File: src/rtl/reaction_game_pkg.sv
// Shared encodings for the reaction game engine: FSM states, result codes
// and the Galois LFSR tap masks for counter widths 8-16.
package reaction_game_pkg;

    typedef enum logic [2:0] {
        ST_IDLE      = 3'd0,
        ST_COUNTDOWN = 3'd1,
        ST_WAIT      = 3'd2,
        ST_GO        = 3'd3,
        ST_RESULT    = 3'd4,
        ST_FINAL     = 3'd5
    } state_t;

    typedef enum logic [1:0] {
        RES_NONE        = 2'd0,
        RES_HIT         = 2'd1,
        RES_FALSE_START = 2'd2,
        RES_TIMEOUT     = 2'd3
    } result_t;

    // Right-shift Galois masks; bit k-1 set for each x^k term (x^0 implied).
    function automatic logic [15:0] lfsr_taps(input int w);
        case (w)
            8:       return 16'h00B8;  // x^8+x^6+x^5+x^4+1
            9:       return 16'h0110;  // x^9+x^5+1
            10:      return 16'h0240;  // x^10+x^7+1
            11:      return 16'h0500;  // x^11+x^9+1
            12:      return 16'h0829;  // x^12+x^6+x^4+x+1
            13:      return 16'h100D;  // x^13+x^4+x^3+x+1
            14:      return 16'h2015;  // x^14+x^5+x^3+x+1
            15:      return 16'h6000;  // x^15+x^14+1
            16:      return 16'hD008;  // x^16+x^15+x^13+x^4+1
            default: return 16'h0110;
        endcase
    endfunction

endpackage

File: src/rtl/reaction_game_core_lfsr.sv
// Parametric Galois LFSR used to randomise the wait delay; a zero seed is
// replaced by 1 so the register can never lock up in the all-zero state.
module lfsr_gen
    import reaction_game_pkg::*;
#(
    parameter int W = 9
) (
    input  logic         clk,
    input  logic         rst,
    input  logic         load,
    input  logic         step,
    input  logic [W-1:0] seed,
    output logic [W-1:0] value
);

    localparam logic [W-1:0] TAPS = W'(lfsr_taps(W));

    always_ff @(posedge clk) begin
        if (rst)
            value <= W'(1);
        else if (load)
            value <= (seed == '0) ? W'(1) : seed;
        else if (step)
            value <= value[0] ? ((value >> 1) ^ TAPS) : (value >> 1);
    end

endmodule

File: src/rtl/reaction_game_core.sv
// Multi-round, multi-player reaction game: countdown, random wait, go window,
// first-press arbitration and per-player saturating scores.
module reaction_game_core
    import reaction_game_pkg::*;
#(
    parameter int PLAYERS   = 2,
    parameter int ROUNDS    = 4,
    parameter int CNT_W     = 9,
    parameter int DELAY_MIN = 100,
    parameter int TIMEOUT   = 300,
    parameter int COUNTDOWN = 5,
    localparam int WIN_W    = (PLAYERS > 1) ? $clog2(PLAYERS) : 1
) (
    input  logic                 clk,
    input  logic                 rst,
    input  logic                 tick_100hz,
    input  logic                 tick_1hz,
    input  logic                 start,
    input  logic                 abort,
    input  logic [CNT_W-1:0]     seed,
    input  logic [PLAYERS-1:0]   btn,
    output logic [2:0]           state,
    output logic                 go,
    output logic [2:0]           countdown,
    output logic [3:0]           round,
    output logic [1:0]           result,
    output logic                 result_valid,
    output logic [WIN_W-1:0]     winner,
    output logic [CNT_W-1:0]     react_time,
    output logic [4*PLAYERS-1:0] score,
    output logic                 done
);

    localparam logic [CNT_W-1:0] DMIN = CNT_W'(DELAY_MIN);
    localparam logic [CNT_W-1:0] TMO  = CNT_W'(TIMEOUT);
    localparam logic [3:0]       LAST = 4'(ROUNDS - 1);

    state_t                      state_q, state_d;
    result_t                     result_q;
    logic [PLAYERS-1:0]          btn_q, edge_v;
    logic [PLAYERS-1:0][3:0]     score_q;
    logic [WIN_W-1:0]            first;
    logic [CNT_W-1:0]            delay_q, react_q, lfsr_val, load_val;
    logic                        any_edge;
    logic                        do_start, do_load, ev_fs, ev_hit, ev_tmo, next_round;

    lfsr_gen #(.W(CNT_W)) u_lfsr (
        .clk   (clk),
        .rst   (rst),
        .load  (do_start),
        .step  (do_load),
        .seed  (seed),
        .value (lfsr_val)
    );

    always_ff @(posedge clk) btn_q <= btn;

    assign edge_v   = btn & ~btn_q;
    assign any_edge = |edge_v;
    assign load_val = (lfsr_val < DMIN) ? lfsr_val + DMIN : lfsr_val;

    // Lowest-index player wins when several press in the same cycle.
    always_comb begin
        first = '0;
        for (int p = PLAYERS - 1; p >= 0; p--)
            if (edge_v[p]) first = WIN_W'(p);
    end

    always_ff @(posedge clk) begin
        if (rst) state_q <= ST_IDLE;
        else     state_q <= state_d;
    end

    always_comb begin
        state_d    = state_q;
        do_start   = 1'b0;
        do_load    = 1'b0;
        ev_fs      = 1'b0;
        ev_hit     = 1'b0;
        ev_tmo     = 1'b0;
        next_round = 1'b0;
        case (state_q)
            ST_IDLE, ST_FINAL:
                if (start) begin
                    do_start = 1'b1;
                    state_d  = ST_COUNTDOWN;
                end
            ST_COUNTDOWN:
                if (tick_1hz && countdown == 3'd1) begin
                    do_load = 1'b1;
                    state_d = ST_WAIT;
                end
            ST_WAIT:
                if (any_edge) begin
                    ev_fs   = 1'b1;
                    state_d = ST_RESULT;
                end else if (delay_q == '0) begin
                    state_d = ST_GO;
                end
            ST_GO:
                if (any_edge) begin
                    ev_hit  = 1'b1;
                    state_d = ST_RESULT;
                end else if (react_q == TMO) begin
                    ev_tmo  = 1'b1;
                    state_d = ST_RESULT;
                end
            ST_RESULT:
                if (tick_1hz) begin
                    if (round == LAST) begin
                        state_d = ST_FINAL;
                    end else begin
                        next_round = 1'b1;
                        do_load    = 1'b1;
                        state_d    = ST_WAIT;
                    end
                end
            default: state_d = ST_IDLE;
        endcase
        // Abort wins over every event in the same cycle.
        if (abort) begin
            state_d    = ST_IDLE;
            do_start   = 1'b0;
            do_load    = 1'b0;
            ev_fs      = 1'b0;
            ev_hit     = 1'b0;
            ev_tmo     = 1'b0;
            next_round = 1'b0;
        end
    end

    always_ff @(posedge clk) begin
        if (rst) begin
            countdown    <= '0;
            round        <= '0;
            result_q     <= RES_NONE;
            result_valid <= 1'b0;
            winner       <= '0;
            react_time   <= '0;
            score_q      <= '0;
            delay_q      <= '0;
            react_q      <= '0;
        end else if (abort) begin
            countdown    <= '0;
            round        <= '0;
            result_valid <= 1'b0;
        end else begin
            result_valid <= (state_d == ST_RESULT) && (state_q != ST_RESULT);
            if (do_start) begin
                score_q   <= '0;
                round     <= '0;
                result_q  <= RES_NONE;
                countdown <= 3'(COUNTDOWN);
            end
            if (state_q == ST_COUNTDOWN && tick_1hz && countdown != '0)
                countdown <= countdown - 3'd1;
            if (do_load)
                delay_q <= load_val;
            else if (state_q == ST_WAIT && !any_edge && tick_100hz && delay_q != '0)
                delay_q <= delay_q - 1'b1;
            if (state_q == ST_WAIT && state_d == ST_GO)
                react_q <= '0;
            else if (state_q == ST_GO && !any_edge && tick_100hz && react_q != TMO)
                react_q <= react_q + 1'b1;
            if (ev_fs) begin
                result_q <= RES_FALSE_START;
                winner   <= first;
                if (score_q[first] != 4'd0) score_q[first] <= score_q[first] - 4'd1;
            end
            if (ev_hit) begin
                result_q   <= RES_HIT;
                winner     <= first;
                react_time <= react_q;
                if (score_q[first] != 4'hF) score_q[first] <= score_q[first] + 4'd1;
            end
            if (ev_tmo)
                result_q <= RES_TIMEOUT;
            if (next_round) begin
                round    <= round + 4'd1;
                result_q <= RES_NONE;
            end
        end
    end

    assign state  = state_q;
    assign result = result_q;
    assign score  = score_q;
    assign go     = (state_q == ST_GO);
    assign done   = (state_q == ST_FINAL);

endmodule

File: config.mk
export PLATFORM = sky130hd
export DESIGN_NAME = reaction_game_core
export DESIGN_NICKNAME = d
export VERILOG_FILES = /design/src/rtl/reaction_game_pkg.sv /design/src/rtl/reaction_game_core_lfsr.sv /design/src/rtl/reaction_game_core.sv
export SDC_FILE = /design/constraint.sdc
export NUM_CORES = 1
export LEC_CHECK = 0
export ABC_AREA = 1
export CELL_PAD_IN_SITES_DETAIL_PLACEMENT = 1
export CELL_PAD_IN_SITES_GLOBAL_PLACEMENT = 1
export CORE_ASPECT_RATIO = 0.75
export CORE_UTILIZATION = 40
export CTS_CLUSTER_DIAMETER = 80
export DETAILED_ROUTE_END_ITERATION = 10
export HOLD_SLACK_MARGIN = 0.08
export PLACE_DENSITY_LB_ADDON = 0.1
export SYNTH_ARGS = -nofsm -noshare
export SYNTH_HDL_FRONTEND = slang
export SYNTH_SLANG_ARGS = --single-unit
File: constraint.sdc
create_clock -name clk -period 2.59 [get_ports clk]
set_clock_uncertainty 0.2 [all_clocks]
set_input_delay 0.3885 -clock clk [delete_from_list [all_inputs] [get_ports clk]]
set_output_delay 0.3885 -clock clk [all_outputs]
set_load 0.01 [all_outputs]
==> flow_summary.ini <==
[critical_path]
cp_num_buf_inv = 4
end_kind = flip-flop
crit_top_cell = inv_1
r2r-start = delay_q[0]
cp_top_family = simple AND/OR/NAND/NOR gates
cp_data_required_time_ns = 2.61
r2r_setup_slack_ns = 0.31
crit_end = score[2]
reg2regPathDepth = 13
worst_r2r_endpoint = react_q[7]
cp.arrival_ns = 2.42
crit_cells = 15
critPathLaunchType = primary input
path_max_fanout = 10
crit_slowest_cell = clkdlybuf4s50_1
worstPathCellList = clkdlybuf4s50_1 > inv_1 > nor2_4 > nand2_4 > o21ai_2 > inv_1 > ha_1 > nand2_1 > nor2_2 > nor2_4 > nand2_2 > nand3b_1 > nand3_1 > nand2_1 > inv_1
max_stage_delay_ns = 0.52
setup.worst_path.start = btn[1]
crit_type = primary input to flip-flop

[final_layout]
diodes = 0
layout_common_cells = 117 x nand2_1, 64 x inv_1, 60 x dfxtp_1
nets = 614
final_common_cell = nand2_1
drive_gt1_share_pct = 13.4
fillers = 1135
final_cells = 719
stdcell_area_mm2 = 0.00463
area_delta_synth_final_pct = 24.6

[power]
intPower_w = 0.00175
p_leak_nw = 2.17
powerDensity_mw_per_mm2 = 505
p_switching_w = 0.000593
combinationalPowerShare_pct = 10.0
switching_share_pct = 25.4
vdd_drop_max_mv = 0.323
power_frac_seq_pct = 40.8
clock_power_share_pct = 49.2

[detailed_routing]
wl_per_cell_um = 15.7
avgViaCountPerCell = 5.21
drt-pass1-iter-count = 4
vias = 3745
drc = 0
drt-total-wl_um = 11300
dr.first_iter.drc_count = 182
drtAntennaViolNets = 0

[logic_synthesis]
yosys.cell_types.count = 45
synthCells = 531
yosys_warnings = 0
ys_seq_elements = 60
syn_nets = 559
synthArstFlopShare_pct = 0
syn_area_per_cell_um2 = 7.00
synth_edf_count = 0
synthFlopType = dfxtp_1
yosysSeqAreaShare_pct = 32.3
synthesis.area_mm2 = 0.00372

[timing]
fin_tns_setup_ns = 0
tightestPinTransition_ns = 0.629
setup-violations-final = 0
fmax_mhz = 417
relSlewSlack_pct = 58.0
hold_viol = 0
fin_ws_ns = 0.194
rsz0062_at_grt = false
finalCritPeriodShare_pct = 92.5
drv_slew = 0
finalCriticalPeriod_ns = 2.40

[cts]
cts.sinks = 60
clock_path_buffers = 2
post_cts_buffers = 0
worstSkewPairLatency_ns = 0.33
post_cts_resized = 0
hold_buffers = 0
clockRootBuffer = clkbuf_16
cts_inserted_buffers = 9
htreeDepth = 3
clkTransAtPathRegs_ns = 0.05
tritoncts = built

[die]
die_y_um = 85.5
ios = 50
die_x_um = 113
start_util_pct = 41.1
dieArea_mm2 = 0.00969
core-area_mm2 = 0.00905
row_count = 30

[placement]
io_buffer_count = 49
place.gp.congestion = 0.952
dpl_cell_area_mm2 = 0.00434
dp_hpwl_um = 8540
dp.cells = 703
preCtsSetupSlack_ns = -0.137

[global_route]
grt.overflow.total = 0
grt_max_degree = 21
grt.total_usage_pct = 25.0
grt_pass1_wl_um = 19000
grt_pass1_vias = 3899
grt_antenna_before_repair = 0

[outcome]
status = finished clean

[hold_path]
min_path_type = flip-flop to flip-flop

[job]
max-cap-violations = 0
## worst min-delay path: stages (launching register included)
cell	delay [ns]
dfxtp_1	0.31
nand2_1	0.06
a21oi_1	0.06
## metrics by stage
step                total power, W  hold WS, ns  util, %
floorplan                  0.00112        0.216        -
global placement           0.00120        0.260     48.0
detailed placement         0.00120        0.264     48.0
CTS                        0.00236        0.274     51.2
global route               0.00243        0.302     51.2
finish                     0.00234        0.280     51.2
## how the worst min path moves through the flow
stage	from	end	cells after the start
5_1_grt	u_lfsr.value[1]	u_lfsr.value[1]	2
4_1_cts	u_lfsr.value[1]	u_lfsr.value[1]	2
3_3_place_gp	u_lfsr.value[1]	u_lfsr.value[1]	2
3_5_place_dp	u_lfsr.value[1]	u_lfsr.value[1]	2
6_report	u_lfsr.value[1]	u_lfsr.value[1]	2
2_1_floorplan	btn[0]	btn_q[0]	0
## synthesized netlist by cell type (4+ instances only)
master / instances / share of area, %
nor2_1: 47 / 4.7
o21ai_2: 4 / 0.94
nor2_2: 4 / 0.67
clkbuf_1: 7 / 0.71
inv_1: 64 / 6.5
a21oi_1: 28 / 3.8
nand2_4: 8 / 2.4
xnor2_1: 5 / 1.2
ha_1: 11 / 3.7
nand3_1: 45 / 6.1
nand2_1: 117 / 12
nor3_1: 4 / 0.54
inv_2: 9 / 0.91
nand4_1: 13 / 2.2
dfxtp_1: 60 / 32
o21ai_0: 27 / 3.6
a31oi_1: 9 / 1.5
o21ai_1: 5 / 0.67
nand2_2: 6 / 1.0
xor2_1: 16 / 3.8
## flip-flops by register name, indices dropped and copies added (netlist names)
register and count:
u_lfsr.value 9, react_q 9, score 8, countdown 3, state 3, react_time 9, result 2, winner 1
result_valid 1, delay_q 9, btn_q 2, round 4
## power groups by stage
| stage | clock, W | sequential, W | combinational (W) |
|---|---|---|---|
| after floorplan | 0 | 0.000970 | 0.000146 |
| after global placement | 0 | 0.000973 | 0.000224 |
| after detailed placement | 0 | 0.000974 | 0.000230 |
| after CTS | 0.00117 | 0.000954 | 0.000233 |
| after global routing | 0.00121 | 0.000956 | 0.000258 |
| final | 0.00115 | 0.000954 | 0.000233 |
## cell type report
| cell class | count | area, um2 | area share (%) |
|---|---|---|---|
| well taps | 128 | 160 | 3.46 |
| clock inverters | 4 | 22.5 | 0.486 |
| multi-input cells | 382 | 2140 | 46.2 |
| repair buffers | 57 | 551 | 11.9 |
| clock buffers | 12 | 267 | 5.75 |
| inverters | 76 | 292 | 6.29 |
| flip-flops and latches | 60 | 1200 | 25.9 |
## logic make-up after synthesis
group / synth area share [%]
xor+xnor: 4.95
buf+inv: 10.1
compound gates: 15.4
fa+ha+maj: 3.70
simple gates: 33.6
flops: 32.3
## per-layer routing
metal / part of all wire (%) / track usage (%) / vias up
met5: 0 / 0 / -
li1: - / - / 1854
met4: 1.2 / 7.18 / 0
met3: 4.0 / 5.64 / 15
met2: 48 / 42.7 / 61
met1: 47 / 31.7 / 1815
Power figures use the tool's default switching activity.
